`src/rtl/cp0_pkg.sv`:
```
// Shared CP0 definitions: register addresses, SR/Cause field positions,
// exception codes and the victim-PC helper.
package cp0_pkg;

    // CP0 register addresses (mfc0/mtc0 rd field)
    localparam logic [4:0] CP0_COUNT   = 5'd9;
    localparam logic [4:0] CP0_COMPARE = 5'd11;
    localparam logic [4:0] CP0_SR      = 5'd12;
    localparam logic [4:0] CP0_CAUSE   = 5'd13;
    localparam logic [4:0] CP0_EPC     = 5'd14;
    localparam logic [4:0] CP0_PRID    = 5'd15;

    // SR field positions
    localparam int unsigned SR_IE    = 0;
    localparam int unsigned SR_EXL   = 1;
    localparam int unsigned SR_IM_LO = 10;
    localparam int unsigned SR_IM_HI = 15;

    // Cause field positions
    localparam int unsigned CAUSE_BD     = 31;
    localparam int unsigned CAUSE_TI     = 30;
    localparam int unsigned CAUSE_IP_LO  = 10;
    localparam int unsigned CAUSE_IP_HI  = 15;
    localparam int unsigned CAUSE_EXC_LO = 2;
    localparam int unsigned CAUSE_EXC_HI = 6;

    // Exception codes written to Cause.ExcCode
    typedef enum logic [4:0] {
        EXC_INT  = 5'd0,
        EXC_ADEL = 5'd4,
        EXC_ADES = 5'd5,
        EXC_RI   = 5'd10,
        EXC_OV   = 5'd12
    } exc_code_e;

    // Restart PC: a delay-slot victim restarts at its branch; word aligned
    function automatic logic [31:0] victim_epc(input logic [31:0] pc, input logic bd);
        logic [31:0] raw;
        raw = bd ? (pc - 32'd4) : pc;
        return raw & ~32'h0000_0003;
    endfunction

endpackage

```
`src/rtl/cp0_timer.sv`:
```
// CP0 Count/Compare timer. Count free-runs and wraps; TI latches one cycle
// after Count equals Compare and is cleared by any write to Compare.
module cp0_timer
    import cp0_pkg::*;
(
    input  logic        clk,
    input  logic        reset,
    input  logic        wr_count,
    input  logic        wr_compare,
    input  logic [31:0] din,
    output logic [31:0] count,
    output logic [31:0] compare,
    output logic        ti
);

    logic [31:0] count_q, count_d;
    logic [31:0] compare_q, compare_d;
    logic        ti_q, ti_d;

    // Next-state: load or increment Count, load Compare, set/clear TI
    always_comb begin
        count_d   = wr_count ? din : (count_q + 32'd1);
        compare_d = wr_compare ? din : compare_q;
        ti_d      = ti_q;
        if (count_q == compare_q) begin
            ti_d = 1'b1;
        end
        // the acknowledge write wins over a coincident match
        if (wr_compare) begin
            ti_d = 1'b0;
        end
    end

    // Timer state registers
    always_ff @(posedge clk) begin
        if (reset) begin
            count_q   <= '0;
            compare_q <= '1;
            ti_q      <= 1'b0;
        end else begin
            count_q   <= count_d;
            compare_q <= compare_d;
            ti_q      <= ti_d;
        end
    end

    assign count   = count_q;
    assign compare = compare_q;
    assign ti      = ti_q;

endmodule

```
`src/rtl/cp0_regfile.sv`:
```
// Coprocessor-0 register file: SR, Cause, EPC, PRId plus Count/Compare.
// Arbitrates interrupts against synchronous exceptions, captures the
// victim PC and raises Take for the pipeline to flush and redirect.
module cp0_regfile
    import cp0_pkg::*;
#(
    parameter logic [31:0] PRID = 32'h0001_8000
) (
    input  logic        clk,
    input  logic        reset,
    input  logic [4:0]  A1,
    input  logic [4:0]  A2,
    input  logic [31:0] DIn,
    input  logic        WE,
    input  logic [31:0] PC,
    input  logic        BD,
    input  logic        ExcValid,
    input  logic [4:0]  ExcCode,
    input  logic [5:0]  HWInt,
    input  logic        EXLClr,
    output logic [31:0] DOut,
    output logic [31:0] EPC,
    output logic        Take,
    output logic        EXL
);

    // SR fields
    logic [5:0]  im_q, im_d;
    logic        exl_q, exl_d;
    logic        ie_q, ie_d;
    // Cause fields (TI lives in the timer)
    logic        bd_q, bd_d;
    logic [5:0]  ip_q, ip_d;
    logic [4:0]  exc_q, exc_d;
    // EPC
    logic [31:0] epc_q, epc_d;

    logic        int_pend;
    logic        take;
    logic        mtc0_en;
    logic        wr_count;
    logic        wr_compare;
    logic [31:0] count;
    logic [31:0] compare;
    logic        ti;

    cp0_timer u_timer (
        .clk        (clk),
        .reset      (reset),
        .wr_count   (wr_count),
        .wr_compare (wr_compare),
        .din        (DIn),
        .count      (count),
        .compare    (compare),
        .ti         (ti)
    );

    // Interrupt/exception arbitration; a Take squashes the same-cycle mtc0
    always_comb begin
        int_pend   = ie_q & ~exl_q & (|(ip_q & im_q));
        take       = ~reset & (int_pend | (ExcValid & ~exl_q));
        mtc0_en    = WE & ~take;
        wr_count   = mtc0_en && (A2 == CP0_COUNT);
        wr_compare = mtc0_en && (A2 == CP0_COMPARE);
    end

    // Next-state for SR/Cause/EPC: Take > mtc0 write > EXLClr
    always_comb begin
        im_d  = im_q;
        exl_d = exl_q;
        ie_d  = ie_q;
        bd_d  = bd_q;
        exc_d = exc_q;
        epc_d = epc_q;
        // IP samples the lines every cycle; the timer rides on line 5
        ip_d  = HWInt | {ti, 5'b0_0000};
        if (take) begin
            exl_d = 1'b1;
            bd_d  = BD;
            epc_d = victim_epc(PC, BD);
            exc_d = int_pend ? EXC_INT : ExcCode;
        end else if (WE) begin
            case (A2)
                CP0_SR: begin
                    im_d  = DIn[SR_IM_HI:SR_IM_LO];
                    exl_d = DIn[SR_EXL];
                    ie_d  = DIn[SR_IE];
                end
                CP0_EPC: epc_d = DIn & ~32'h0000_0003;
                default: ;
            endcase
        end else if (EXLClr) begin
            exl_d = 1'b0;
        end
    end

    // SR/Cause/EPC state registers
    always_ff @(posedge clk) begin
        if (reset) begin
            im_q  <= '0;
            exl_q <= 1'b0;
            ie_q  <= 1'b0;
            bd_q  <= 1'b0;
            ip_q  <= '0;
            exc_q <= '0;
            epc_q <= '0;
        end else begin
            im_q  <= im_d;
            exl_q <= exl_d;
            ie_q  <= ie_d;
            bd_q  <= bd_d;
            ip_q  <= ip_d;
            exc_q <= exc_d;
            epc_q <= epc_d;
        end
    end

    // mfc0 read port: combinational from current state, no write bypass
    always_comb begin
        DOut = '0;
        case (A1)
            CP0_COUNT:   DOut = count;
            CP0_COMPARE: DOut = compare;
            CP0_SR: begin
                DOut[SR_IM_HI:SR_IM_LO] = im_q;
                DOut[SR_EXL]            = exl_q;
                DOut[SR_IE]             = ie_q;
            end
            CP0_CAUSE: begin
                DOut[CAUSE_BD]                    = bd_q;
                DOut[CAUSE_TI]                    = ti;
                DOut[CAUSE_IP_HI:CAUSE_IP_LO]     = ip_q;
                DOut[CAUSE_EXC_HI:CAUSE_EXC_LO]   = exc_q;
            end
            CP0_EPC:     DOut = epc_q;
            CP0_PRID:    DOut = PRID;
            default:     DOut = '0;
        endcase
    end

    assign EPC  = epc_q;
    assign Take = take;
    assign EXL  = exl_q;

endmodule

```
`config.mk`:
```
export PLATFORM = sky130hd
export DESIGN_NAME = cp0_regfile
export DESIGN_NICKNAME = d
export VERILOG_FILES = /design/src/rtl/cp0_pkg.sv /design/src/rtl/cp0_timer.sv /design/src/rtl/cp0_regfile.sv
export SDC_FILE = /design/constraint.sdc
export NUM_CORES = 1
export LEC_CHECK = 0
export ABC_AREA = 1
export ABC_CLOCK_PERIOD_IN_PS = 2900
export CAP_MARGIN = 15
export CORE_MARGIN = 5
export CORE_UTILIZATION = 42
export CTS_CLUSTER_SIZE = 10
export DETAILED_ROUTE_END_ITERATION = 12
export GPL_TIMING_DRIVEN = 0
export PLACE_DENSITY = 0.72
export SYNTH_ARGS = -nofsm -noshare
export SYNTH_HDL_FRONTEND = slang
export SYNTH_HIERARCHICAL = 1
export SYNTH_SLANG_ARGS = --single-unit
```
`constraint.sdc`:
```
create_clock -name clk -period 2.9 [get_ports clk]
set_input_delay 0.58 -clock clk [delete_from_list [all_inputs] [get_ports clk]]
set_output_delay 0.58 -clock clk [all_outputs]
set_load 0.005 [all_outputs]
```
==> results.toml <==
[cts]
cts_buffers = 17
clk_latency_ns = 0.42
cts_tree = "yes"
cts_htree_levels = 4
ctsLongestPathBuffers = 2
cts_root_buf = "clkbuf_16"
cts_sinks = 115
path_clk_slew_ns = 0.05

[detailed_routing]
first_iter_violations = 973
drt_first_pass_iters = 6
wire_per_inst_um = 17.7
ant_nets = 0
vias = 8647
vias_per_cell = 5.27
drc = 0
drt_wl_total_um = 29000

[place]
gp_congestion = 0.953
dp_cells = 1594
dp_hpwl_um = 22700
io_buffers = 151

[cells_and_area]
final_util = 0.579
antenna_cells = 0
fill_cells = 1661
final_cells = 1640
final_common_cell = "nand2_1"
drive_gt1_frac = 0.0975
layout_common_cells = "nand2_1, nor2_1, dfxtp_1, clkdlybuf4s50_1, inv_1"
fin_nets = 1495
seqCellArea_um2 = 2300
multiInputGateArea_um2 = 4520
syn2layout_area_growth_pct = 34.8

[worst_hold_path]
hold_depth = 2
hp-class = "flop to flop"

[pwr]
swShare = 0.266
p_total_uw = 4460
ir_drop_mv = 0.382
power_frac_comb = 0.134
p_leak_uw = 0.00456
power_switching_uw = 1180
p_clk_frac = 0.485
pwr-share-seq = 0.381
p_int_uw = 3270
p_per_area_nw_per_um2 = 442

[synth]
ys_seq_area_frac = 0.308
ys_ff_latch = 115
syn_avg_cell_area_um2 = 6.15
ys_types = 44
async_reset_ff_frac = 0
synth-main-ff-cell = "dfxtp_1"
synthCells = 1217
syn_area_um2 = 7480
synth_edf_count = 0
yosys_warnings = 6

[grt]
grt_pass1_wl_um = 44600
grt_max_degree = 20
overflow = 0
antenna_found_initial = 0
grt_pass1_vias = 8199
grtUsageTotal = 0.283

[timing]
fin_setup_tns_ns = 0
final-setup-viol-count = 0
hold-worst-slack_ns = 0.474
report.final.hold_viol_count = 0
fin_crit_sh = 0.972
min_period_ns = 2.82
worstMarginPinSlew_ns = 0.652
skew_ns = 0.00603
timing.slew.headroom = 0.565
max_clock_freq_mhz = 355
drv_slew = 0

[setup_path]
cp-start-kind = "input pin"
cp.arrival_ns = 2.24
crit_fanout = 9
required_ns = 2.32
r2r_cells = 14
critical_path_class = "input pin to primary output"
worstSetupEndpointType = "primary output"

[die]
die_area_um2 = 20600
io_pins = 157
core_area_um2 = 17400
chipHeight_um = 143
die_w_um = 143
initial_utilization = 0.430
row_count = 48

[run]
cap_violations = 0

[outcome]
status = "finished clean"
-- repair_timing --
item,4_1_cts,5_1_grt
pin swaps,7,2
setup buffers,16,0
endpoints found under the setup margin,48,15
gates resized for setup,82,8
hold buffers,0,0
-- flip-flops by register name, indices dropped and copies added (netlist names) --
signal           count
ie_q                 1
im_q                 6
exc_q                5
EPC                 30
EXL                  1
bd_q                 1
u_timer/ti           1
ip_q                 6
u_timer/count       32
u_timer/compare     32
-- per-layer routing --
layer	up-vias	track usage	routed length, µm
li1	4236	-	-
met1	3881	0.361	11300
met2	451	0.458	13400
met3	79	0.0646	2970
met4	0	0.128	1220
met5	-	0	0
-- per-stage QoR --
| step | setup slack, ns | instance area (µm²) |
|---|---|---|
| final | 0.0800 | 10100 |
| after floorplan | 0.492 | 7490 |
| after global placement | -0.923 | 9280 |
| after CTS | -0.146 | 10100 |
| after detailed placement | -0.919 | 9280 |
| after global routing | -0.00146 | 10100 |
-- cells by family after synthesis --
group	Yosys count	share of synthesized area
adder cells (fa/ha/maj)	2	0.00334
AND/OR/NAND/NOR	716	0.415
AO/OA/AOI/OAI	152	0.111
XOR/XNOR	55	0.0644
other	1	0.000501
buffers and inverters	176	0.0978
flip-flops	115	0.308
-- Yosys cell counts (2+ instances only) --
cell type,instances,area share
a31oi_1,6,0.0050
nand3_1,91,0.061
inv_2,10,0.0050
o211ai_1,7,0.0070
nand4_1,23,0.019
nor2_4,5,0.0075
nand3b_1,2,0.0020
a22o_1,4,0.0047
clkbuf_1,20,0.010
xnor2_1,33,0.039
nor3_2,4,0.0053
buf_4,6,0.0060
ha_1,2,0.0033
a21oi_1,51,0.034
buf_2,17,0.011
dfxtp_1,115,0.31
nand2_8,2,0.0053
a221oi_1,2,0.0023
nand2_1,401,0.20
inv_1,118,0.059
xor2_1,22,0.026
o21ai_1,8,0.0053
a211oi_1,2,0.0020
o21ai_0,66,0.044
o2111ai_1,2,0.0023
nor2_8,2,0.0053
nor2_1,153,0.077
nand2_2,6,0.0050
buf_6,3,0.0045
nor3_1,8,0.0053
nor2_2,12,0.010
nand2_4,2,0.0030
-- cell type report --
| cell class | count | area share |
|---|---|---|
| plain buffers | 45 | 0.0285 |
| clock inverters | 15 | 0.0184 |
| repair buffers | 167 | 0.159 |
| well taps | 225 | 0.0279 |
| flip-flops and latches | 115 | 0.228 |
| inverters | 129 | 0.0487 |
| multi-input cells | 927 | 0.448 |
| clock buffers | 17 | 0.0422 |
-- power groups by stage --
stage	sequential, µW	combinational [µW]	clock (µW)
CTS	1690	591	2170
floorplan	1710	247	0
finish	1700	599	2160
global route	1700	647	2260
detailed placement	1730	581	0
global placement	1730	578	0
-- worst max-delay path, cell delays in order --
cell             delay [ns]
dlygate4sd2_1          0.28
nand2_4                0.10
nor3b_4                0.24
nand2_4                0.10
inv_4                  0.08
buf_6                  0.14
nand2_1                0.10
nand3_1                0.10
clkdlybuf4s50_1        0.51
-- worst paths after layout --
path	from	end	slack, ns
worst max-delay path	A1[2]	DOut[7]	0.08
worst min-delay path	EPC[27]	EPC[27]	0.47
worst max register to register	ip_q[4]	u_timer/count[11]	0.21
worst min register to register	EPC[27]	EPC[27]	0.47
No activity file was read; power rests on OpenSTA's default activity.
==> edit: new RTL, config.mk and constraints unchanged <==
Take the reset off `ip_q` and load it in a clocked block of its own.
--- a/src/rtl/cp0_regfile.sv
+++ b/src/rtl/cp0_regfile.sv
@@ -103,3 +103,2 @@
             bd_q  <= 1'b0;
-            ip_q  <= '0;
             exc_q <= '0;
@@ -111,3 +110,2 @@
             bd_q  <= bd_d;
-            ip_q  <= ip_d;
             exc_q <= exc_d;
@@ -115,2 +113,6 @@
         end
+    end
+
+    always_ff @(posedge clk) begin
+        ip_q <= ip_d;
     end
Check against the original RTL: not equivalent (a bounded check fails within 4 cycles, from zero or initial values and one cycle with reset high).
==> edit against the original RTL <==
Register-to-register slack worse by 120 ps. Power up 6.5%. Worst setup slack worse by 4.9 ps. Synthesized area down 0.67%. Wire length up 2.0%. Cell area up 1.3%. Sequential cell count unchanged. Largest cell class unchanged. Largest power group unchanged. Highest routed layer unchanged.
==> edit: results (changes against the original RTL) <==
| Metric | Value |
|---|---|
| Largest net degree at the start of global routing | 17 (-15%) |
| Crit path from | reset |
| Met1 Track Usage GR | 37.56% (+1.5 points) |
| DR iter-0 viols | 983 (+1.0%) |
| First-pass GRT wire length | 44,340 um (-0.67%) |
| Final Total Pwr | 4.747 mW (+6.5%) |
| Synth top cells by count | nand2_1 (413), nor2_1 (157), dfxtp_1 (115), inv_1 (110), nand3_1 (92) |
| Placement Cell Area | 9251 um^2 (-0.32%) |
| Total wire length | 29,560 um (+2.0%) |
| Routed met3 length | 2678 um (-9.8%) |
| Adder-Cell Fraction of Synth Area | 0.3366% (+0.0023 points) |
| Multi-In Gates | 933 (+0.65%) |
| M1 wire length | 12,000 um (+5.8%) |
| WP data arrival | 3140 ps (+900 ps) |
| Crit Path Max Fanout | 10 (+1) |
| Post-Synth XOR/XNOR Area | 6.244% (-0.19 points) |
| Non-clk bufs | 219 (+3.3%) |
| Vias in the first global route | 8,017 (-2.2%) |
| Clk pwr share | 51.5% (+3.0 points) |
| Met3 global-route usage | 4.521% (-1.9 points) |
| Via count | 8,707 (+0.69%) |
| Leak | 4.648 nW (+2.0%) |
| GRT Total Usage | 28.55% (+0.23 points) |
| WL met2 | 13,730 um (+2.2%) |
| Complex-gate fraction of the synthesized area | 10.50% (-0.62 points) |
| Post-CTS setup buffers | 8 (-8) |
| Yosys cell types | 46 (+4.5%) |
| Placement Setup Slack | -945.0 ps (-26.28 ps) |
| Sequential share of the synthesized area | 30.97% (+0.21 points) |
| Mapped Cells | 1,212 (-0.41%) |
| R2R cell count | 16 (+2) |
| Setup CP Type | input port to flip-flop |
| Synth area leaders | dfxtp_1 (31%), nand2_1 (21%), nor2_1 (7.9%) |
| Post-CTS sizing | 84 (+2.4%) |
| Comb power | 0.604 mW (+0.8%) |
| Placer Congestion | 0.9838 (+3.2%) |
| Multi-input logic area | 4503 um^2 (-0.28%) |
| Clock root buffer | clkbuf_16 |
| Layout Nets | 1,498 (+0.20%) |
| Fillers | 1,637 (-1.4%) |
| CP max stage delay | 610 ps (+100 ps) |
| Pre-antenna DRT Iters | 5 (-1) |
| Status | finished clean |
| Final Non-Filler Cells | 1,643 (+0.18%) |
| Worst Max-Slew Pin Slew | 611.8 ps (-40.47 ps) |
| Reg2reg start | im_q[1]$_SDFFE_PP0P_ |
| M2 GR Usage | 46.14% (+0.39 points) |
| Peak VDD IR | 0.3563 mV (-6.7%) |
| DP Wirelength | 22,850 um (+0.43%) |
| Proportion of layout cells with a drive suffix above 1 | 10.72% (+0.97 points) |
| Worst Clk Skew | 10.50 ps (+4.474 ps) |
| Sw Share | 25.38% (-1.2 points) |
| Layout Cell Area excl Fill | 10,220 um^2 (+1.3%) |
| Area grow syn2layout | 37.45% |
| Non-CTS inverters | 119 (-7.8%) |
| Clock network share of area | 6.636% (+0.58 points) |
| Period minus WS final | 2825 ps (+4.860 ps) |
| Reg2Reg Setup Slack | 90 ps (-120 ps) |
[edit: changes by cell type in the layout (fill, tap and decap cells not counted), moves of 4 or more]
cell,unedited run,this run
buf_4,19,25
nand2_1,398,406
inv_1,113,107
buf_8,2,6
o21ai_0,64,58
nand2_2,7,15
a21oi_1,51,45
inv_2,14,10
[edit: worst min path at each step]
stage / to / startpoint / slack (ps)
after floorplan: u_timer/ti$_SDFFE_PP0N_ / u_timer/ti$_SDFFE_PP0N_ / 430
after detailed placement: exc_q[0]$_SDFFE_PP0P_ / exc_q[0]$_SDFFE_PP0P_ / 460
after global routing: exc_q[2]$_SDFFE_PP0P_ / exc_q[2]$_SDFFE_PP0P_ / 480
after global placement: exc_q[0]$_SDFFE_PP0P_ / exc_q[0]$_SDFFE_PP0P_ / 460
after CTS: exc_q[2]$_SDFFE_PP0P_ / exc_q[2]$_SDFFE_PP0P_ / 460
final: exc_q[2]$_SDFFE_PP0P_ / exc_q[2]$_SDFFE_PP0P_ / 470
